$ cat config.mk
export PLATFORM = sky130hd
export DESIGN_NAME = segundos1c_flat
export DESIGN_NICKNAME = d
export VERILOG_FILES = /design/src/rtl/segundos1c_if.sv /design/src/rtl/segundos1c.sv /design/src/flat_wrapper.sv
export SDC_FILE = /design/constraint.sdc
export NUM_CORES = 1
export LEC_CHECK = 0
export ABC_AREA = 1
export CORE_MARGIN = 4
export CORE_UTILIZATION = 50
export CTS_BUF_LIST = sky130_fd_sc_hd__clkbuf_4
export CTS_CLUSTER_DIAMETER = 150
export CTS_CLUSTER_SIZE = 30
export DETAILED_ROUTE_END_ITERATION = 6
export PLACE_DENSITY = 0.77
export SYNTH_ARGS = -nofsm -noshare
export SYNTH_HDL_FRONTEND = slang
export SYNTH_SLANG_ARGS = --single-unit
$ cat constraint.sdc
create_clock -name clock -period 1.64 [get_ports clock]
set_input_delay 0.328 -clock clock [delete_from_list [all_inputs] [get_ports clock]]
set_output_delay 0.328 -clock clock [all_outputs]
set_load 0.01 [all_outputs]
$ cat src/rtl/segundos1c_if.sv
// ---------------------------------------------------------------------------
// segundos1c_if -- signal bundle for the tens-of-seconds digit stage.
//   clockIN   : carry pulse in from the seconds-units stage (same clock)
//   KEY1      : manual increment pushbutton, active-low, asynchronous
//   SW17      : mode switch, 0 = RUN, 1 = SET (asynchronous)
//   clockOUT  : carry pulse out to the minutes stage
//   a..g      : seven-segment drive, active-low
// master drives the inputs of the stage, slave is the stage itself.
// ---------------------------------------------------------------------------
interface segundos1c_if;
  logic clockIN;
  logic KEY1;
  logic SW17;
  logic clockOUT;
  logic a, b, c, d, e, f, g;

  modport master (
    output clockIN, KEY1, SW17,
    input  clockOUT, a, b, c, d, e, f, g
  );

  modport slave (
    input  clockIN, KEY1, SW17,
    output clockOUT, a, b, c, d, e, f, g
  );
endinterface

$ cat src/rtl/segundos1c.sv
// ---------------------------------------------------------------------------
// segundos1c -- tens-of-seconds digit of a clock, with manual set mode.
//   clock    : system clock, rising edge
//   KEY0     : synchronous active-low reset
//   bus      : segundos1c_if.slave
//                clockIN  carry in, one-cycle pulse every ten seconds
//                KEY1     pushbutton (active-low), debounced, used in SET
//                SW17     mode: 0 = RUN (count carries), 1 = SET (count presses)
//                clockOUT one-cycle carry pulse when the digit wraps in RUN
//                a..g     active-low segments, one cycle behind the digit
// Parameters:
//   DEBOUNCE : cycles KEY1 must stay at a new level before it is accepted
//   MAXDIG   : highest digit value (at most 7) before wrap to 0
// ---------------------------------------------------------------------------
module segundos1c #(
  parameter int DEBOUNCE = 500000,
  parameter int MAXDIG   = 5
) (
  input  logic         clock,
  input  logic         KEY0,
  segundos1c_if.slave  bus
);

  localparam int             CW      = ($clog2(DEBOUNCE) > 0) ? $clog2(DEBOUNCE) : 1;
  localparam logic [CW-1:0]  DB_LAST = CW'(DEBOUNCE - 1);
  localparam logic [2:0]     MAXD    = 3'(MAXDIG);

  typedef enum logic {ST_RUN = 1'b0, ST_SET = 1'b1} state_t;

  // Digit increment with wrap; out-of-range values also land on 0.
  function automatic logic [2:0] inc_wrap(input logic [2:0] dig);
    return (dig >= MAXD) ? 3'd0 : dig + 3'd1;
  endfunction

  // Active-low segment pattern {a,b,c,d,e,f,g}; unused codes are blank.
  function automatic logic [6:0] seg_of(input logic [2:0] dig);
    case (dig)
      3'd0:    return 7'b0000001;
      3'd1:    return 7'b1001111;
      3'd2:    return 7'b0010010;
      3'd3:    return 7'b0000110;
      3'd4:    return 7'b1001100;
      3'd5:    return 7'b0100100;
      default: return 7'b1111111;
    endcase
  endfunction

  logic          r_key1_s1, r_key1_s2;
  logic          r_sw_s1, r_sw_s2;
  logic          r_clkin_d;
  logic [CW-1:0] r_db_cnt;
  logic          r_key1_stable;
  state_t        r_state;
  logic [2:0]    r_digit;
  logic          r_clkout;
  logic [6:0]    r_seg;

  logic          w_clkin_rise;
  logic          w_db_differ;
  logic          w_db_take;
  logic          w_press;

  assign w_clkin_rise = bus.clockIN & ~r_clkin_d;
  assign w_db_differ  = (r_key1_s2 != r_key1_stable);
  assign w_db_take    = w_db_differ && (r_db_cnt == DB_LAST);
  // A press is the stable level falling 1 -> 0, seen in the cycle it updates.
  assign w_press      = w_db_take && !r_key1_s2;

  always_ff @(posedge clock) begin
    if (!KEY0) begin
      r_key1_s1     <= 1'b1;
      r_key1_s2     <= 1'b1;
      r_sw_s1       <= 1'b0;
      r_sw_s2       <= 1'b0;
      r_clkin_d     <= 1'b0;
      r_db_cnt      <= '0;
      r_key1_stable <= 1'b1;
      r_state       <= ST_RUN;
      r_digit       <= 3'd0;
      r_clkout      <= 1'b0;
      r_seg         <= 7'b0000001;
    end else begin
      // Stage: synchronizers and carry edge detect
      r_key1_s1 <= bus.KEY1;
      r_key1_s2 <= r_key1_s1;
      r_sw_s1   <= bus.SW17;
      r_sw_s2   <= r_sw_s1;
      r_clkin_d <= bus.clockIN;

      // Stage: debounce of the synchronized pushbutton
      if (!w_db_differ) begin
        r_db_cnt <= '0;
      end else if (w_db_take) begin
        r_db_cnt      <= '0;
        r_key1_stable <= r_key1_s2;
      end else begin
        r_db_cnt <= r_db_cnt + CW'(1);
      end

      // Stage: mode FSM and digit update; the digit decision uses the
      // state before any transition made in this same cycle.
      r_clkout <= 1'b0;
      case (r_state)
        ST_RUN: begin
          if (r_sw_s2) r_state <= ST_SET;
          if (r_digit > MAXD) begin
            r_digit <= 3'd0;
          end else if (w_clkin_rise) begin
            r_digit <= inc_wrap(r_digit);
            if (r_digit == MAXD) r_clkout <= 1'b1;
          end
        end
        ST_SET: begin
          if (!r_sw_s2) r_state <= ST_RUN;
          if (r_digit > MAXD) begin
            r_digit <= 3'd0;
          end else if (w_press) begin
            r_digit <= inc_wrap(r_digit);
          end
        end
        default: r_state <= ST_RUN;
      endcase

      // Stage: segment decode, one cycle behind the digit
      r_seg <= seg_of(r_digit);
    end
  end

  assign bus.clockOUT = r_clkout;
  assign {bus.a, bus.b, bus.c, bus.d, bus.e, bus.f, bus.g} = r_seg;

endmodule
$ cat src/flat_wrapper.sv
// flat-port wrapper written by rule: the top's interface ports become plain ports
module segundos1c_flat 
#(
  parameter int DEBOUNCE = 500000,
  parameter int MAXDIG   = 5
)
  (clock, KEY0, bus_clockIN, bus_KEY1, bus_SW17, bus_clockOUT, bus_a, bus_b, bus_c, bus_d, bus_e, bus_f, bus_g);
  segundos1c_if bus_i ();
  input  logic clock;
  input  logic KEY0;
  input wire logic [$bits(bus_i.clockIN)-1:0] bus_clockIN;
  input wire logic [$bits(bus_i.KEY1)-1:0] bus_KEY1;
  input wire logic [$bits(bus_i.SW17)-1:0] bus_SW17;
  output wire logic [$bits(bus_i.clockOUT)-1:0] bus_clockOUT;
  output wire logic [$bits(bus_i.a)-1:0] bus_a;
  output wire logic [$bits(bus_i.b)-1:0] bus_b;
  output wire logic [$bits(bus_i.c)-1:0] bus_c;
  output wire logic [$bits(bus_i.d)-1:0] bus_d;
  output wire logic [$bits(bus_i.e)-1:0] bus_e;
  output wire logic [$bits(bus_i.f)-1:0] bus_f;
  output wire logic [$bits(bus_i.g)-1:0] bus_g;
  assign bus_i.clockIN = bus_clockIN;
  assign bus_i.KEY1 = bus_KEY1;
  assign bus_i.SW17 = bus_SW17;
  assign bus_clockOUT = bus_i.clockOUT;
  assign bus_a = bus_i.a;
  assign bus_b = bus_i.b;
  assign bus_c = bus_i.c;
  assign bus_d = bus_i.d;
  assign bus_e = bus_i.e;
  assign bus_f = bus_i.f;
  assign bus_g = bus_i.g;
  segundos1c #(.DEBOUNCE(DEBOUNCE), .MAXDIG(MAXDIG)) u_core (.clock(clock), .KEY0(KEY0), .bus(bus_i));
endmodule
==> flow_results.org <==
** Synth
- Cell area after synthesis :: 1830 um2
- Number of synthesized register bits :: 36
- A synthesized cell averages 7.95 um2.
- For this run, the leading register cell type out of synthesis is sky130_fd_sc_hd__dfxtp_1.
- Yosys warning total :: 0
- Unique cell type count in the Yosys netlist :: 32
- Sequential element share of the synthesized area :: 39.4%
- Count of flip-flops with a built-in enable after synthesis :: 0
- Synthesis produced a netlist with a net count of 241.
- Synthesis produced a netlist whose cell count is 230.
- Of all flip-flops after synthesis, the portion carrying an async set or reset was 0%.

** Placement
- Cell count after placement :: 287
- Routability-driven placement finished with a final weighted congestion of 0.823.
- In this run the tool buffered the top-level ports with 12 buffer cells.
- Place WS :: -137 ps
- Detailed Place HPWL :: 2470 um
- Once placement finished, the instance area stood at 1990 um2.

** STA
- Maximum achievable frequency :: 0.651 GHz
- Across all setup checks in the final design, the least slack found is 105 ps.
- Adding up every negative setup slack in the final design gives 0 ps.
- The max-slew violation count is 0.
- Hold violation total from the final report :: 0
- Across the routed clock network, the largest skew measured is 6.75 ps.
- Tightest Pin Transition :: 360 ps
- Setup repair after global routing missed its margin :: false
- Final period utilization :: 93.6%
- Final Setup Violations :: 0
- The worst pin sits at a relative slew slack of 75.8%.
- Counting I/O delays and the setup requirement, the final critical path takes 1540 ps.

** Finish
- 0 antenna diodes ended up in the layout.
- The finished layout holds 295 standard cells, fillers aside.
- After routing the design area is 2070 um2.
- Growth of design area from synthesis to finish :: 13.4%
- After filler insertion, the fill cell instance count of the layout stands at 316.
- Fraction of layout instances using a drive strength above 1 :: 18.1%
- Measured on the finished design, the core utilization comes to 60.2%.
- Net count, final :: 259

** Setup path
- STA classifies the critical path endpoint as a primary output.
- Biggest fanout along the worst timing path :: 2
- Counting both buffers and inverters, the worst setup path holds a total of 1.
- At the worst endpoint, the required time is 1310 ps.
- Startpoint Class :: flop
- STA puts the critical path data arrival time at 1210 ps.
- Ordered cell list for the critical path :: clkdlybuf4s50_1
- Grouping stages by cell kind, the critical path spends the most delay in buffers and inverters.
- Peak per-stage delay on the critical path :: 530 ps
- Cell with the largest stage delay on the worst path :: sky130_fd_sc_hd__clkdlybuf4s50_1
- Critical path start-end classification :: flop to primary output

** Routing
- Sum of routed wire length over all layers :: 3280 um
- DR vias :: 1,481
- The detail route stage leaves a number of antenna-violating nets equal to 0.
- Drc violations :: 0
- Detailed-router iteration count before antenna repair :: 5
- In this run, the number of DRC markers left after iteration 0 of detailed routing was 94.
- Routed via count divided by cell count :: 5.02
- Post-detailed-route wirelength per cell :: 11.1 um

** Pwr
- For this design the static power due to leakage is 0.823 nW.
- The internal power of the cells totals 1.36 mW.
- Sequential cells burn 52.7% of the power.
- In this run, the combinational gates consume 12.5% of the power.
- Summed over all nets, the switching power comes to 422 uW.
- In this run, the clock network consumes 34.8% of the power.
- Max VDD drop :: 0.505 mV
- Power spread over the standard cell area amounts to 861 nW/um2.
- Net switching is 23.6% of the power.

** Floorplanning
- For this configuration, the core starts out at a cell density of 53.1%.
- The floorplan has 21 rows.
- The die is 68.5 um tall.
- Measured along the x axis, the die boundary spans 68.5 um.
- Boundary Pins :: 13
- After floorplanning, the core was sized to cover 3440 um2.
- The floorplan step defined a die boundary enclosing 4690 um2.

** Clock network
- Number of clock sinks :: 36
- Setup Fix Bufs, Post-CTS :: 0
- Max H-tree Level :: 2
- The tree is rooted in a sky130_fd_sc_hd__clkbuf_4.
- The later pin in the worst-skew pair is clocked with a latency of 330 ps.
- After clock tree synthesis, the clock-pin slew on the worst setup and hold paths is 110 ps.
- CTS tree :: built
- Number of clock buffers inserted by TritonCTS :: 5
- Max Buffers Root-to-Sink :: 2

** Global routing
- The first global-routing pass estimated 5860 um of wire.
- The via count of the first global-routing pass is 1,319.
- After global routing the overflow that remains totals 0.
- For this run, the total global-route usage over all layers was measured as 16.8%.
- The number of antenna violations at the first check in global routing was 0.
- Entering global routing, the biggest net connects 20 pins.

** Status
- Result of the run :: completed

** Worst hold path
- The tightest min-delay check is of the flop to flop type.

** Run
- Maximum Capacitance Violations :: 0
## per-layer routing
metal	global-route usage (%)	part of all wire, %	vias up
met5	0	0	-
met4	8.19	1.9	0
met3	4.43	5.2	6
met2	24.2	44	37
met1	22.9	49	657
li1	-	-	781
## sequential cells by signal, indices dropped and copies added, names as in the netlist
| name | flops |
|---|---|
| u_core.r_key1_s2 | 1 |
| u_core.r_key1_s1 | 1 |
| u_core.r_sw_s2 | 1 |
| u_core.r_clkin_d | 1 |
| u_core.r_key1_stable | 1 |
| u_core.bus.clockOUT | 1 |
| u_core.r_seg | 6 |
| u_core.r_db_cnt | 19 |
| u_core.r_state | 1 |
| u_core.r_sw_s1 | 1 |
| u_core.r_digit | 3 |
## cell usage after synthesis (2+ instances only)
library cell                n  share of area (%)
sky130_fd_sc_hd__nor2_1    21                4.3
sky130_fd_sc_hd__nand4_2    2                1.4
sky130_fd_sc_hd__xor2_1     8                3.8
sky130_fd_sc_hd__nor3_4     2                1.8
sky130_fd_sc_hd__dfxtp_1   36                 39
sky130_fd_sc_hd__or2_2      3                1.0
sky130_fd_sc_hd__nand4_1    7                2.4
sky130_fd_sc_hd__nor2_2    12                4.1
sky130_fd_sc_hd__inv_2      2               0.41
sky130_fd_sc_hd__nand3_4    3                2.9
sky130_fd_sc_hd__nand3_1   14                3.8
sky130_fd_sc_hd__nor3_2     3                1.6
sky130_fd_sc_hd__nand2_1   45                9.2
sky130_fd_sc_hd__ha_1       6                4.1
sky130_fd_sc_hd__nor3_1     6                1.6
sky130_fd_sc_hd__a21oi_1   13                3.6
sky130_fd_sc_hd__inv_1     26                5.3
sky130_fd_sc_hd__o211ai_1   2               0.82
sky130_fd_sc_hd__nand3b_1   2               0.82
sky130_fd_sc_hd__o21ai_0    4                1.1
sky130_fd_sc_hd__nand2_2    2               0.68
## per-stage QoR
step                power (mW)  hold WS (ps)
floorplan                 1.10           390
global placement          1.18           392
detailed placement        1.18           400
CTS                       1.80           424
global route              1.88           440
finish                    1.79           421
## kinds of logic after synthesis
kind of cell	synth area share, %
compound gates	6.78
xor+xnor	4.31
fa+ha+maj	4.11
buf+inv	7.73
flops	39.4
simple gates	37.6
## path summary, 6_finish.rpt
check / start / end / slack, ps / depth (start not counted)
setup / recovery: u_core.r_seg[3]$_SDFF_PN0_ / bus_a / 100 / 1
hold / removal: u_core.r_sw_s1$_SDFF_PN0_ / u_core.r_sw_s2$_SDFF_PN0_ / 420 / 2
setup reg to reg: u_core.r_db_cnt[1]$_SDFF_PP0_ / u_core.r_db_cnt[12]$_SDFF_PP0_ / 140 / 6
hold reg to reg: u_core.r_sw_s1$_SDFF_PN0_ / u_core.r_sw_s2$_SDFF_PN0_ / 420 / 2
## power by group through the flow
stage / Sequential (mW) / Clock [mW] / Combinational (mW)
3_5_place_dp: 0.960 / 0 / 0.222
3_3_place_gp: 0.958 / 0 / 0.221
5_1_grt: 0.947 / 0.678 / 0.252
4_1_cts: 0.940 / 0.635 / 0.224
2_1_floorplan: 0.967 / 0 / 0.129
6_report: 0.941 / 0.622 / 0.222
## cells in the final DEF (no fill, tap or decap)
cell type	instances
sky130_fd_sc_hd__nand2_1	45
sky130_fd_sc_hd__dfxtp_1	35
sky130_fd_sc_hd__inv_1	26
sky130_fd_sc_hd__nor2_1	21
sky130_fd_sc_hd__nand3_1	14
sky130_fd_sc_hd__a21oi_1	13
sky130_fd_sc_hd__nor2_2	12
sky130_fd_sc_hd__clkdlybuf4s50_1	12
sky130_fd_sc_hd__xor2_1	8
sky130_fd_sc_hd__nand4_1	7
sky130_fd_sc_hd__nor3_1	6
sky130_fd_sc_hd__ha_1	6
sky130_fd_sc_hd__clkbuf_4	6
sky130_fd_sc_hd__o21ai_0	4
sky130_fd_sc_hd__or2_2	3
sky130_fd_sc_hd__nand3_4	3
sky130_fd_sc_hd__nor3_2	3
sky130_fd_sc_hd__buf_4	3
sky130_fd_sc_hd__inv_2	2
sky130_fd_sc_hd__nand4_2	2
sky130_fd_sc_hd__o211ai_1	2
sky130_fd_sc_hd__nand2_2	2
sky130_fd_sc_hd__nor3_4	2
sky130_fd_sc_hd__nand3b_1	2
sky130_fd_sc_hd__a21oi_2	1
sky130_fd_sc_hd__or3b_2	1
sky130_fd_sc_hd__a31oi_1	1
sky130_fd_sc_hd__nor2_8	1
sky130_fd_sc_hd__xnor2_1	1
sky130_fd_sc_hd__or2_0	1
sky130_fd_sc_hd__o21ai_2	1
sky130_fd_sc_hd__bufinv_16	1
sky130_fd_sc_hd__clkinv_2	1
sky130_fd_sc_hd__dfxtp_2	1
## worst reg2reg max path: stages (launching register included)
cell                      delay (ps)
sky130_fd_sc_hd__dfxtp_1         370
sky130_fd_sc_hd__ha_1            220
sky130_fd_sc_hd__nand3_4         140
sky130_fd_sc_hd__a21oi_2         140
sky130_fd_sc_hd__nand4_2         170
sky130_fd_sc_hd__nand3_4         270
sky130_fd_sc_hd__nor3_1           90
## final cells by class
type / count / area (um2) / area share, %
Multi-Input combinational cell: 162 / 966 / 46.6
Sequential cell: 36 / 722 / 34.8
Timing Repair Buffer: 15 / 143 / 6.88
Inverter: 28 / 105 / 5.07
Tap cell: 46 / 57.6 / 2.78
Clock buffer: 6 / 45.0 / 2.17
Clock inverter: 2 / 35.0 / 1.69
## what timing repair did
action,in CTS,in global routing
endpoints found under the setup margin,0,1
hold buffers,0,0
gates resized for setup,0,1
Note: power is estimated with default switching activity, not from simulation.
